**src/rtl/jk_bank_arbiter.sv**
```systemverilog
// Round-robin sequencer that shares one bank of JK flip-flops between NREQ requesters.
// Define JK_ARB_FIXED_PRIORITY_EN to replace round-robin with fixed lowest-index-wins priority.
module jk_bank_arbiter #(
  parameter int unsigned NREQ  = 4,
  parameter int unsigned WIDTH = 8,
  parameter int unsigned IDXW  = 3
) (
  input  logic                   clk,
  input  logic                   rst,
  input  logic [NREQ-1:0]        req,
  input  logic [2*NREQ-1:0]      cmd,
  input  logic [NREQ*IDXW-1:0]   idx,
  output logic [NREQ-1:0]        gnt,
  output logic [NREQ-1:0]        ack,
  output logic                   busy,
  output logic [WIDTH-1:0]       q,
  output logic                   bad_idx
);

  localparam int unsigned IDW = (NREQ > 1) ? $clog2(NREQ) : 1;

  typedef enum logic [1:0] {
    S_IDLE  = 2'd0,
    S_GRANT = 2'd1,
    S_APPLY = 2'd2
  } state_e;

  state_e            state_q, state_d;
  logic [IDW-1:0]    win_q, win_d;
  logic [1:0]        cmd_q, cmd_d;
  logic [IDXW-1:0]   idx_q, idx_d;
  logic [NREQ-1:0]   gnt_q, gnt_d;
  logic [NREQ-1:0]   ack_q, ack_d;
  logic              busy_q, busy_d;
  logic              bad_q, bad_d;
  logic [WIDTH-1:0]  q_q, q_d;
  logic [IDW-1:0]    start_c;
  logic              found_c;
  logic [IDW-1:0]    pick_c;

`ifdef JK_ARB_FIXED_PRIORITY_EN
  assign start_c = '0;
`else
  logic [IDW-1:0]    ptr_q, ptr_d;
  assign start_c = ptr_q;
`endif

  // First active requester at or after start_c, wrapping at NREQ.
  always_comb begin
    found_c = 1'b0;
    pick_c  = '0;
    for (int unsigned k = 0; k < NREQ; k++) begin
      int unsigned j;
      j = 32'(start_c) + k;
      if (j >= NREQ) j = j - NREQ;
      if (!found_c && req[IDW'(j)]) begin
        found_c = 1'b1;
        pick_c  = IDW'(j);
      end
    end
  end

  always_comb begin
    state_d = state_q;
    win_d   = win_q;
    cmd_d   = cmd_q;
    idx_d   = idx_q;
    gnt_d   = gnt_q;
    ack_d   = '0;
    bad_d   = 1'b0;
    q_d     = q_q;
`ifndef JK_ARB_FIXED_PRIORITY_EN
    ptr_d   = ptr_q;
`endif
    unique case (state_q)
      S_IDLE: begin
        if (found_c) begin
          win_d = pick_c;
          gnt_d = '0;
          for (int unsigned i = 0; i < NREQ; i++) begin
            if (pick_c == IDW'(i)) begin
              cmd_d    = cmd[2*i +: 2];
              idx_d    = idx[IDXW*i +: IDXW];
              gnt_d[i] = 1'b1;
            end
          end
          state_d = S_GRANT;
        end
      end
      S_GRANT: begin
        // Out-of-range index matches no bit, so the bank is left untouched.
        for (int unsigned b = 0; b < WIDTH; b++) begin
          if (32'(idx_q) == b) begin
            case (cmd_q)
              2'b10:   q_d[b] = 1'b1;
              2'b01:   q_d[b] = 1'b0;
              2'b11:   q_d[b] = ~q_q[b];
              default: q_d[b] = q_q[b];
            endcase
          end
        end
        bad_d = (32'(idx_q) >= WIDTH);
        gnt_d = '0;
        for (int unsigned i = 0; i < NREQ; i++) begin
          ack_d[i] = (win_q == IDW'(i));
        end
        state_d = S_APPLY;
      end
      S_APPLY: begin
`ifndef JK_ARB_FIXED_PRIORITY_EN
        ptr_d = (32'(win_q) == NREQ - 1) ? '0 : win_q + IDW'(1);
`endif
        state_d = S_IDLE;
      end
      default: state_d = S_IDLE;
    endcase
    busy_d = (state_d != S_IDLE);
  end

  always_ff @(posedge clk or negedge rst) begin
    if (!rst) begin
      state_q <= S_IDLE;
      win_q   <= '0;
      cmd_q   <= '0;
      idx_q   <= '0;
      gnt_q   <= '0;
      ack_q   <= '0;
      busy_q  <= 1'b0;
      bad_q   <= 1'b0;
      q_q     <= '0;
`ifndef JK_ARB_FIXED_PRIORITY_EN
      ptr_q   <= '0;
`endif
    end else begin
      state_q <= state_d;
      win_q   <= win_d;
      cmd_q   <= cmd_d;
      idx_q   <= idx_d;
      gnt_q   <= gnt_d;
      ack_q   <= ack_d;
      busy_q  <= busy_d;
      bad_q   <= bad_d;
      q_q     <= q_d;
`ifndef JK_ARB_FIXED_PRIORITY_EN
      ptr_q   <= ptr_d;
`endif
    end
  end

  assign gnt     = gnt_q;
  assign ack     = ack_q;
  assign busy    = busy_q;
  assign bad_idx = bad_q;
  assign q       = q_q;

endmodule

```
**config.mk**
```make
export PLATFORM = sky130hd
export DESIGN_NAME = jk_bank_arbiter
export DESIGN_NICKNAME = d
export VERILOG_FILES = /design/src/rtl/jk_bank_arbiter.sv
export SDC_FILE = /design/constraint.sdc
export NUM_CORES = 1
export LEC_CHECK = 0
export BUFFER_PORTS_ARGS = -buffer_cell sky130_fd_sc_hd__buf_2
export CORE_MARGIN = 2
export CORE_UTILIZATION = 46
export DETAILED_ROUTE_END_ITERATION = 12
export PLACE_DENSITY = 0.72
export SLEW_MARGIN = 30
export SYNTH_ARGS = -nofsm -noshare
export SYNTH_HDL_FRONTEND = slang
export SYNTH_SLANG_ARGS = --single-unit
export TNS_END_PERCENT = 1
```
**constraint.sdc**
```tcl
create_clock -name clk -period 2.2 [get_ports clk]
set_input_delay 0.22 -clock clk [delete_from_list [all_inputs] [get_ports clk]]
set_output_delay 0.22 -clock clk [all_outputs]
set_load 0.03 [all_outputs]
```
==> impl_metrics.tcl, run 1 <==
set metrics [dict create \
    status "finished, final reports clean" \
    worst_r2r_path_depth 5 \
    peakVddDrop_mv 0.4833 \
    power.density_nw_per_um2 1475 \
    wire_per_inst_um 14.23 \
    synth_ff_type "dfrtp_1" \
    max_slew_margin 0.5787 \
    area_growth_pct 19.28 \
    dp_hpwl_mm 2.560 \
    grt_first_pass_wirelength_mm 5.616 \
    vias 1271 \
    die_area_um2 3702 \
    tns_ns 0 \
    cp-end-kind "register" \
    crit_required_ns 2.43 \
    async_flop_share 1.000 \
    synth.avg_cell_area_um2 10.18 \
    yosys-top-cells-area "dfrtp_1 (47%), o31ai_1 (4.0%), a31oi_1 (3.4%)" \
    start_util 0.4869 \
    leakagePower_nw 0.8437 \
    grt_max_degree 29 \
    total_power_mw 2.615 \
    yosys_warnings 0 \
    drv_slew 0 \
    grtUsageTotal 0.2031 \
    worst_pin_slew_ns 0.6320 \
    cts_root_buffer "clkbuf_4" \
    rows 20 \
    worstHoldStart "cmd[7]" \
    dp_cells 227 \
    antenna_left 0 \
    core_um2 3053 \
    die_w_um 60.85 \
    hold_ws_ns 0.2136 \
    clk_latency_ns 0.34 \
    finalClockSkew_ns 0.007954 \
    die_h_um 60.85 \
    wirelength_mm 3.301 \
    grt_use_met1 0.2781 \
    met2_usage 0.3364 \
    fin_crit_ns 1.652 \
    gp_congestion 0.9111 \
    synth_nets 176 \
    tritoncts "yes" \
    hold_path_class "input pin to register" \
    hold_end "cmd_q[1]" \
    vias_per_cell 5.478 \
    path_class "register to register" \
    report.final.hold_viol_count 0 \
    yosysTopAreaCell "dfrtp_1" \
    worstSetupStartpoint "ptr_q[0]" \
    ctsHoldBuffers 1 \
    synthCells 146 \
    seq_area_frac_synth 0.4714 \
    dr.pass1.iters 4 \
    grt_pass1_vias 1237 \
    r2r_end "cmd_q[0]" \
    timing.fmax_mhz 605.1 \
    use_met3 0.01279 \
    antenna_found_initial 0 \
    cp_max_fo 8 \
    min_path_cells 3 \
    htreeDepth 1 \
    postCtsSetupBuffers 0 \
    reg2reg_from "ptr_q[0]" \
    r2r_setup_slack_ns 0.55 \
    clk_path_buf_depth 2 \
    synth_top_area_frac 0.4714 \
    drive_gt1_frac 0.3032 \
    cts.sinks 28 \
    max_cap_viol_count 0 \
    ioPinCount 44 \
    finalSetupViolations 0 \
    synth_edf_count 0 \
    arrival_ns 1.89 \
    io_buffer_count 42 \
    busiest_layer "met2" \
    clkSlewWorstSetupHoldPaths_ns 0.16 \
    detail_route.drc_violations 0 \
    ys_types 40 \
    overflow 0 \
    syn-cell-area_um2 1486 \
    synth.ff_latch_count 28 \
    numCtsBuffers 3 \
    startpoint_type "register" \
    drt_iter0_drc 64 \
    finalCritPeriodShare 0.7511 \
    rsz0062_at_grt "no" \
    nets 219 \
    n_antenna_cell 0 \
    cts_resized 0 \
    final_cell_count_no_fill 232 \
]
==> worst max-delay path by stage <==
stage,to,slack [ns],depth (start not counted)
after CTS,idx_q[1],0.52,5
after floorplan,idx_q[1],0.67,6
after detailed placement,idx_q[1],0.56,5
final,cmd_q[0],0.55,5
after global placement,idx_q[1],0.62,5
after global routing,cmd_q[1],0.36,5
==> where the power goes <==
| part | internal, mW | switching, mW | total (mW) |
|---|---|---|---|
| registers | 0.747 | 0.229 | 0.976 |
| logic | 0.472 | 0.824 | 1.30 |
| clock network | 0.184 | 0.159 | 0.343 |
| total | 1.40 | 1.21 | 2.61 |
==> synthesized netlist by cell type, types with 2 or more instances <==
cell type and number:
buf_4 2, and3_1 2, dfrtp_1 28, a2bb2oi_1 2, o21ai_0 5, mux2i_1 2
nand2b_1 4, o21bai_1 2, ha_1 4, a21oi_1 6, o31ai_1 8, nand2_1 11
inv_1 5, o211ai_1 2, nor3_1 9, a41oi_1 4, nor2b_1 3, or3_1 3
buf_6 3, nand3_1 5, and2_1 4, clkbuf_1 2, a31oi_1 8, nor2_1 3
o221ai_1 4
==> sequential cells by signal (all words and copies together), names as in the netlist <==
register and count:
q 8, ptr_q 2, gnt 4, win_q 2
idx_q 3, cmd_q 2, ack 4, state_q 2
busy 1
==> layout by cell type (no fill, tap or decap), types with 2 or more instances in the layout <==
cell,Yosys,layout
buf_2,0,42
dfrtp_1,28,28
nand2_1,11,11
nor3_1,9,9
o31ai_1,8,8
a31oi_1,8,8
a21oi_1,6,6
inv_1,5,5
nand3_1,5,5
o21ai_0,5,5
nand2b_1,4,4
and2_1,4,4
o221ai_1,4,4
a41oi_1,4,4
ha_1,4,4
or3_1,3,3
nor2_1,3,3
nor2b_1,3,3
clkbuf_4,0,3
o21bai_1,2,2
and3_1,2,2
mux2i_1,2,2
o211ai_1,2,2
a2bb2oi_1,2,2
buf_4,2,2
==> cell type report <==
type	count	area (um^2)
fillers	296	1280
multi-input cells	105	701.9
flip-flops and latches	28	700.7
repair buffers	45	235.2
well taps	44	55.05
clock inverters	1	30.03
inverters	6	27.53
clock buffers	3	22.52
==> worst max-delay path, stage by stage (launching register included) <==
cell,delay [ns]
dfrtp_1,0.49
and2_2,0.23
a22o_4,0.24
or2_2,0.33
o211ai_1,0.17
o31ai_1,0.08
==> routing by layer <==
metal / routed length [um] / vias to the layer above
met5: 0 / -
met4: 42 / 0
met3: 116 / 4
met2: 1629 / 42
met1: 1513 / 594
li1: - / 631
==> stage by stage <==
stage | utilization | area (um^2) | worst slack, ns
final | 0.5807 | 1773 | 0.5475
after global routing | 0.5807 | 1773 | 0.3597
after CTS | 0.5807 | 1773 | 0.5247
after detailed placement | 0.5602 | 1710 | 0.5587
after global placement | 0.5602 | 1710 | 0.6169
after floorplan | - | 1486 | 0.6668
==> kinds of logic after synthesis <==
kind of cell	after synthesis	synth area share
AOI/OAI and AO/OA	46	0.2290
adders and majority gates	4	0.03367
buffers and inverters	13	0.05640
DFF	28	0.4714
muxes	3	0.02104
other	1	0.002523
and+or+nand+nor	51	0.1860
No activity file was read; power rests on OpenSTA's default activity.
==> run 2, diff against run 1 <==
--- a/config.mk
+++ b/config.mk
@@ -9,7 +9,7 @@
 export CORE_MARGIN = 2
 export CORE_UTILIZATION = 46
 export DETAILED_ROUTE_END_ITERATION = 12
-export PLACE_DENSITY = 0.72
+export PLACE_DENSITY = 0.75
 export SLEW_MARGIN = 30
 export SYNTH_ARGS = -nofsm -noshare
 export SYNTH_HDL_FRONTEND = slang
==> constraint.sdc (replaced) <==
create_clock -name clk -period 1.3 [get_ports clk]
set_input_delay 0.13 -clock clk [delete_from_list [all_inputs] [get_ports clk]]
set_output_delay 0.13 -clock clk [all_outputs]
set_load 0.03 [all_outputs]
==> run 2 against run 1 <==
Compared with the run above: fmax is 3.5% higher; global-route usage is 0.30 points lower; highest routed layer unchanged; core utilization is 6.0 points higher; sequential cell count stayed put; die area stayed put; combinational power is 100% higher; cell area is 10% higher; register-to-register slack worse by 0.84 ns; final cell count is 6.9% higher; the run now ends with negative setup slack left; sequential power is 70% higher; clock-buffer cell count is 1 higher; hold slack worse by 0.084 ns.
==> impl_metrics.tcl, run 2 (same netlist as run 1, synthesis figures left out) <==
set metrics [dict create \
    power.density_nw_per_um2 2426 \
    timing.final.ws_setup_ns -0.2971 \
    clkSlewWorstSetupHoldPaths_ns 0.15 \
    timing.fmax_mhz 626.1 \
    area_growth_pct 31.57 \
    p_sw_mw 2.182 \
    io_buffer_count 42 \
    overflow 0 \
    antenna_left 0 \
    detail_route.drc_violations 0 \
    worst-path-buf-inv 0 \
    pwr-share-seq 0.350 \
    dr.pass1.iters 4 \
    antenna_found_initial 0 \
    grt_pass1_vias 1193 \
    hold_path_class "input pin to register" \
    leakagePower_nw 0.9283 \
    crit_required_ns 1.52 \
    power.share.clock 0.089 \
    vias_per_cell 5.419 \
    tritoncts "yes" \
    arrival_ns 1.82 \
    grt_max_degree 29 \
    die_w_um 60.85 \
    rsz0062_at_grt "yes" \
    layout_commonest_cell "buf_2" \
    p_int_mw 2.562 \
    grt_first_pass_wirelength_mm 5.485 \
    largest_reg_flops 8 \
    cpPeakStageDelay_ns 0.49 \
    clk_latency_ns 0.32 \
    nets 235 \
    cp-end-kind "register" \
    cts.sinks 28 \
    max_slew_margin 0.5953 \
    dp_hpwl_mm 2.667 \
    total_power_mw 4.745 \
    fin_crit_ns 1.597 \
    worst_pin_slew_ns 0.6071 \
    wirelength_mm 3.573 \
    n_antenna_cell 0 \
    vias 1344 \
    report.final.hold_viol_count 0 \
    wire_per_inst_um 14.41 \
    dpl_cell_area_um2 1834 \
    path_delay_family "simple AND/OR/NAND/NOR gates" \
    htreeDepth 1 \
    rows 20 \
    violations "negative setup slack" \
    start_util 0.4869 \
    cts_root_buffer "clkbuf_4" \
    finalClockSkew_ns 0.001110 \
    peakVddDrop_mv 0.8590 \
    drv_slew 0 \
    die_h_um 60.85 \
    drive_gt1_frac 0.4265 \
    pwr-share-comb 0.561 \
    core_um2 3053 \
    die_area_um2 3702 \
    cp_max_fo 8 \
    gp_congestion 0.8384 \
    ioPinCount 44 \
    finalSetupViolations 10 \
    drt_iter0_drc 45 \
    grtUsageTotal 0.2001 \
    crit_chain "nor2b_4 > a22o_4 > or3_1 > mux2i_1 > o31ai_1" \
    path_class "register to register" \
    numCtsBuffers 3 \
    status "finished, violations left" \
    fin_area_um2 1956 \
    max_cap_viol_count 0 \
    final_cell_mix "buf_2 (42), dfrtp_1 (26), buf_4 (16)" \
    startpoint_type "register" \
    p_sw_frac 0.4600 \
    slowest_stage "dfrtp_2" \
    clk_path_buf_depth 2 \
    finalCritPeriodShare 1.229 \
]
[run 2: path summary, 6_finish.rpt]
kind / start / endpoint / slack [ns] / cells past startpoint
max: ptr_q[1] / cmd_q[0] / -0.30 / 5
min: idx[11] / idx_q[2] / 0.13 / 3
max reg2reg: ptr_q[1] / cmd_q[0] / -0.30 / 5
min reg2reg: q[1] / q[1] / 0.48 / 1
max in group asynchronous: rst / ptr_q[0] / 0.55 / 2
min in group asynchronous: rst / busy / 0.32 / 2
[run 2: cell type report]
class	count	area (um^2)
Multi-Input combinational cell	105	770.7
Sequential cell	28	703.2
Timing Repair Buffer	61	362.8
Clock buffer	4	36.28
Inverter	6	27.53
Tap cell	44	55.05
Fill cell	259	1097
[run 2: per-stage QoR]
stage / TNS [ns] / hold WS [ns] / std cells / utilization / worst slack (ns)
floorplan: -0.9998 / -0.1656 / 146 / - / -0.1914
global placement: -1.439 / 0.1690 / 242 / 0.6008 / -0.2342
detailed placement: -2.053 / 0.1761 / 242 / 0.6008 / -0.2990
global route: -2.646 / 0.1278 / 248 / 0.6406 / -0.3631
finish: -1.692 / 0.1299 / 248 / 0.6406 / -0.2971
CTS: -1.663 / 0.1253 / 248 / 0.6307 / -0.2844
[run 2: worst min-delay path, stage by stage]
cell	delay, ns
buf_2	0.10
o221ai_1	0.14
o31ai_1	0.07
[run 2: routing by layer]
metal  global-route usage  wire length (um)  vias up
met3              0.02132               170        4
met4              0.07453                35        0
met2               0.3257              1788       46
li1                     -                 -      657
met1               0.2763              1578      637
met5                    0                 0        -
[run 2: power by group through the flow]
stage	registers (mW)	logic, mW	clock network [mW]
final	1.66	2.66	0.425
after global routing	1.73	2.91	0.461
after CTS	1.64	2.59	0.434
after detailed placement	1.65	2.48	0
after global placement	1.62	2.41	0
after floorplan	1.97	1.38	0
[run 2: what timing repair did]
item,CTS,global route
setup endpoints to repair,15,17
gates resized for setup,13,10
hold buffers,1,0
setup buffers,1,0
gates cloned,0,0
endpoints found under the hold margin,28,0
pin swaps,6,7
==> run 3, diff against run 2 <==
==> constraint.sdc (replaced) <==
create_clock -name clk -period 1.3 [get_ports clk]
set_input_delay 0.39 -clock clk [delete_from_list [all_inputs] [get_ports clk]]
set_output_delay 0.39 -clock clk [all_outputs]
set_load 0.03 [all_outputs]
==> run 3 against run 2 <==
Compared with the run above: the run still ends with negative setup slack left; global-route usage rose by 1.5 points; via count increased by 3.3%; setup slack better by 0.013 ns; critical endpoint unchanged; first-iteration DRC count rose by 98%; combinational power increased by 9.8%; non-clock buffer count fell by 1; sequential power grew 2%; sequential share of layout area decreased by 1.2 points.
==> impl_metrics.tcl, run 3 (same netlist as run 1, synthesis figures left out) <==
set metrics [dict create \
    status "finished, violations left" \
    violations "negative setup slack" \
    report.final.hold_viol_count 0 \
    cp_max_fo 8 \
    grtUsageTotal 0.2146 \
    n_antenna_cell 0 \
    detail_route.drc_violations 0 \
    io_buffer_count 42 \
    fin_crit_ns 1.585 \
    wire_per_inst_um 14.81 \
    rows 20 \
    cts.sinks 28 \
    reg2reg_from "ptr_q[1]" \
    dp_hpwl_mm 2.756 \
    finalClockSkew_ns 0.001497 \
    overflow 0 \
    die_area_um2 3702 \
    antenna_found_initial 0 \
    timing.final.ws_setup_ns -0.2845 \
    place_ws_ns -0.4212 \
    tritoncts "yes" \
    startpoint_type "register" \
    slowest_stage "dfrtp_2" \
    grt_first_pass_wirelength_mm 5.851 \
    drive_gt1_frac 0.4356 \
    dpl_cell_area_um2 1827 \
    wirelength_mm 3.644 \
    hold_ws_ns 0.03135 \
    path_class "register to register" \
    crit_chain "nor2b_4 > a22o_4 > or3_1 > mux2i_1 > o31ai_1" \
    area_growth_pct 36.20 \
    die_h_um 60.85 \
    vias 1388 \
    max_cap_viol_count 0 \
    rsz0062_at_grt "yes" \
    clk_latency_ns 0.33 \
    leakagePower_nw 0.9407 \
    numCtsBuffers 3 \
    clk_path_buf_depth 2 \
    worst_r2r_path_depth 5 \
    cpPeakStageDelay_ns 0.47 \
    power.density_nw_per_um2 2455 \
    antenna_left 0 \
    cp-end-kind "register" \
    total_power_mw 4.969 \
    finalSetupViolations 15 \
    vias_per_cell 5.642 \
    dr.pass1.iters 4 \
    start_util 0.4869 \
    die_w_um 60.85 \
    final_cell_mix "buf_2 (31), dfrtp_1 (26), buf_4 (16)" \
    cts_root_buffer "clkbuf_4" \
    nets 234 \
    drt_iter0_drc 89 \
    grt_pass1_vias 1349 \
    worstSetupStartpoint "ptr_q[1]" \
    ioPinCount 44 \
    timing.fmax_mhz 631.1 \
    drv_slew 0 \
    ctsHoldBuffers 0 \
    postLayoutCoreUtil 0.6631 \
    r2r_setup_slack_ns -0.28 \
    layout_commonest_cell "buf_2" \
    finalCritPeriodShare 1.219 \
    arrival_ns 1.81 \
    dp_cells 241 \
    tns_ns -1.535 \
    peakVddDrop_mv 1.020 \
    grt_max_degree 29 \
    crit_required_ns 1.53 \
    clkSlewWorstSetupHoldPaths_ns 0.14 \
    hold_path_class "input pin to async pin" \
    gp_congestion 0.8754 \
    core_um2 3053 \
    fin_area_um2 2024 \
    largest_reg_flops 8 \
    final_cell_count_no_fill 246 \
    htreeDepth 1 \
]
## run 3: final timing paths
path	to
min in group clk	idx_q[1]
worst min register to register	q[1]
max in group asynchronous	ptr_q[1]
worst min-delay path	gnt[2]
worst max register to register	cmd_q[0]
worst max-delay path	cmd_q[0]
## run 3: critical path, delay by kind of cell (launching register included)
family / cells / cell delay [ns]
muxes: 1 / 0.18
AOI/OAI and AO/OA: 2 / 0.33
DFF: 1 / 0.47
and+or+nand+nor: 2 / 0.49
## run 3: cell type report
cell class              count  area, um^2
repair buffers             60       421.7
fillers                   242        1028
inverters                   6       27.53
multi-input cells         105       794.5
flip-flops and latches     28       703.2
clock buffers               3       22.52
well taps                  44       55.05
## run 3: what timing repair did
item | 4_1_cts | 5_1_grt
gates resized for setup | 37 | 12
endpoints found under the setup margin | 27 | 31
pin swaps | 4 | 3
buffers inserted | 2 | 0
## run 3: where the power goes
group          switching (mW)  internal, mW  total [mW]
clock                   0.247         0.109       0.356
combinational            1.59          1.33        2.92
sequential              0.428          1.27        1.70
## run 3: routing by layer
metal	track usage	vias to the layer above	wire length (um)
met1	0.2624	669	1542
met5	0	-	0
met3	0.02559	4	160
li1	-	666	-
met4	0.1118	0	62
met2	0.3702	49	1879
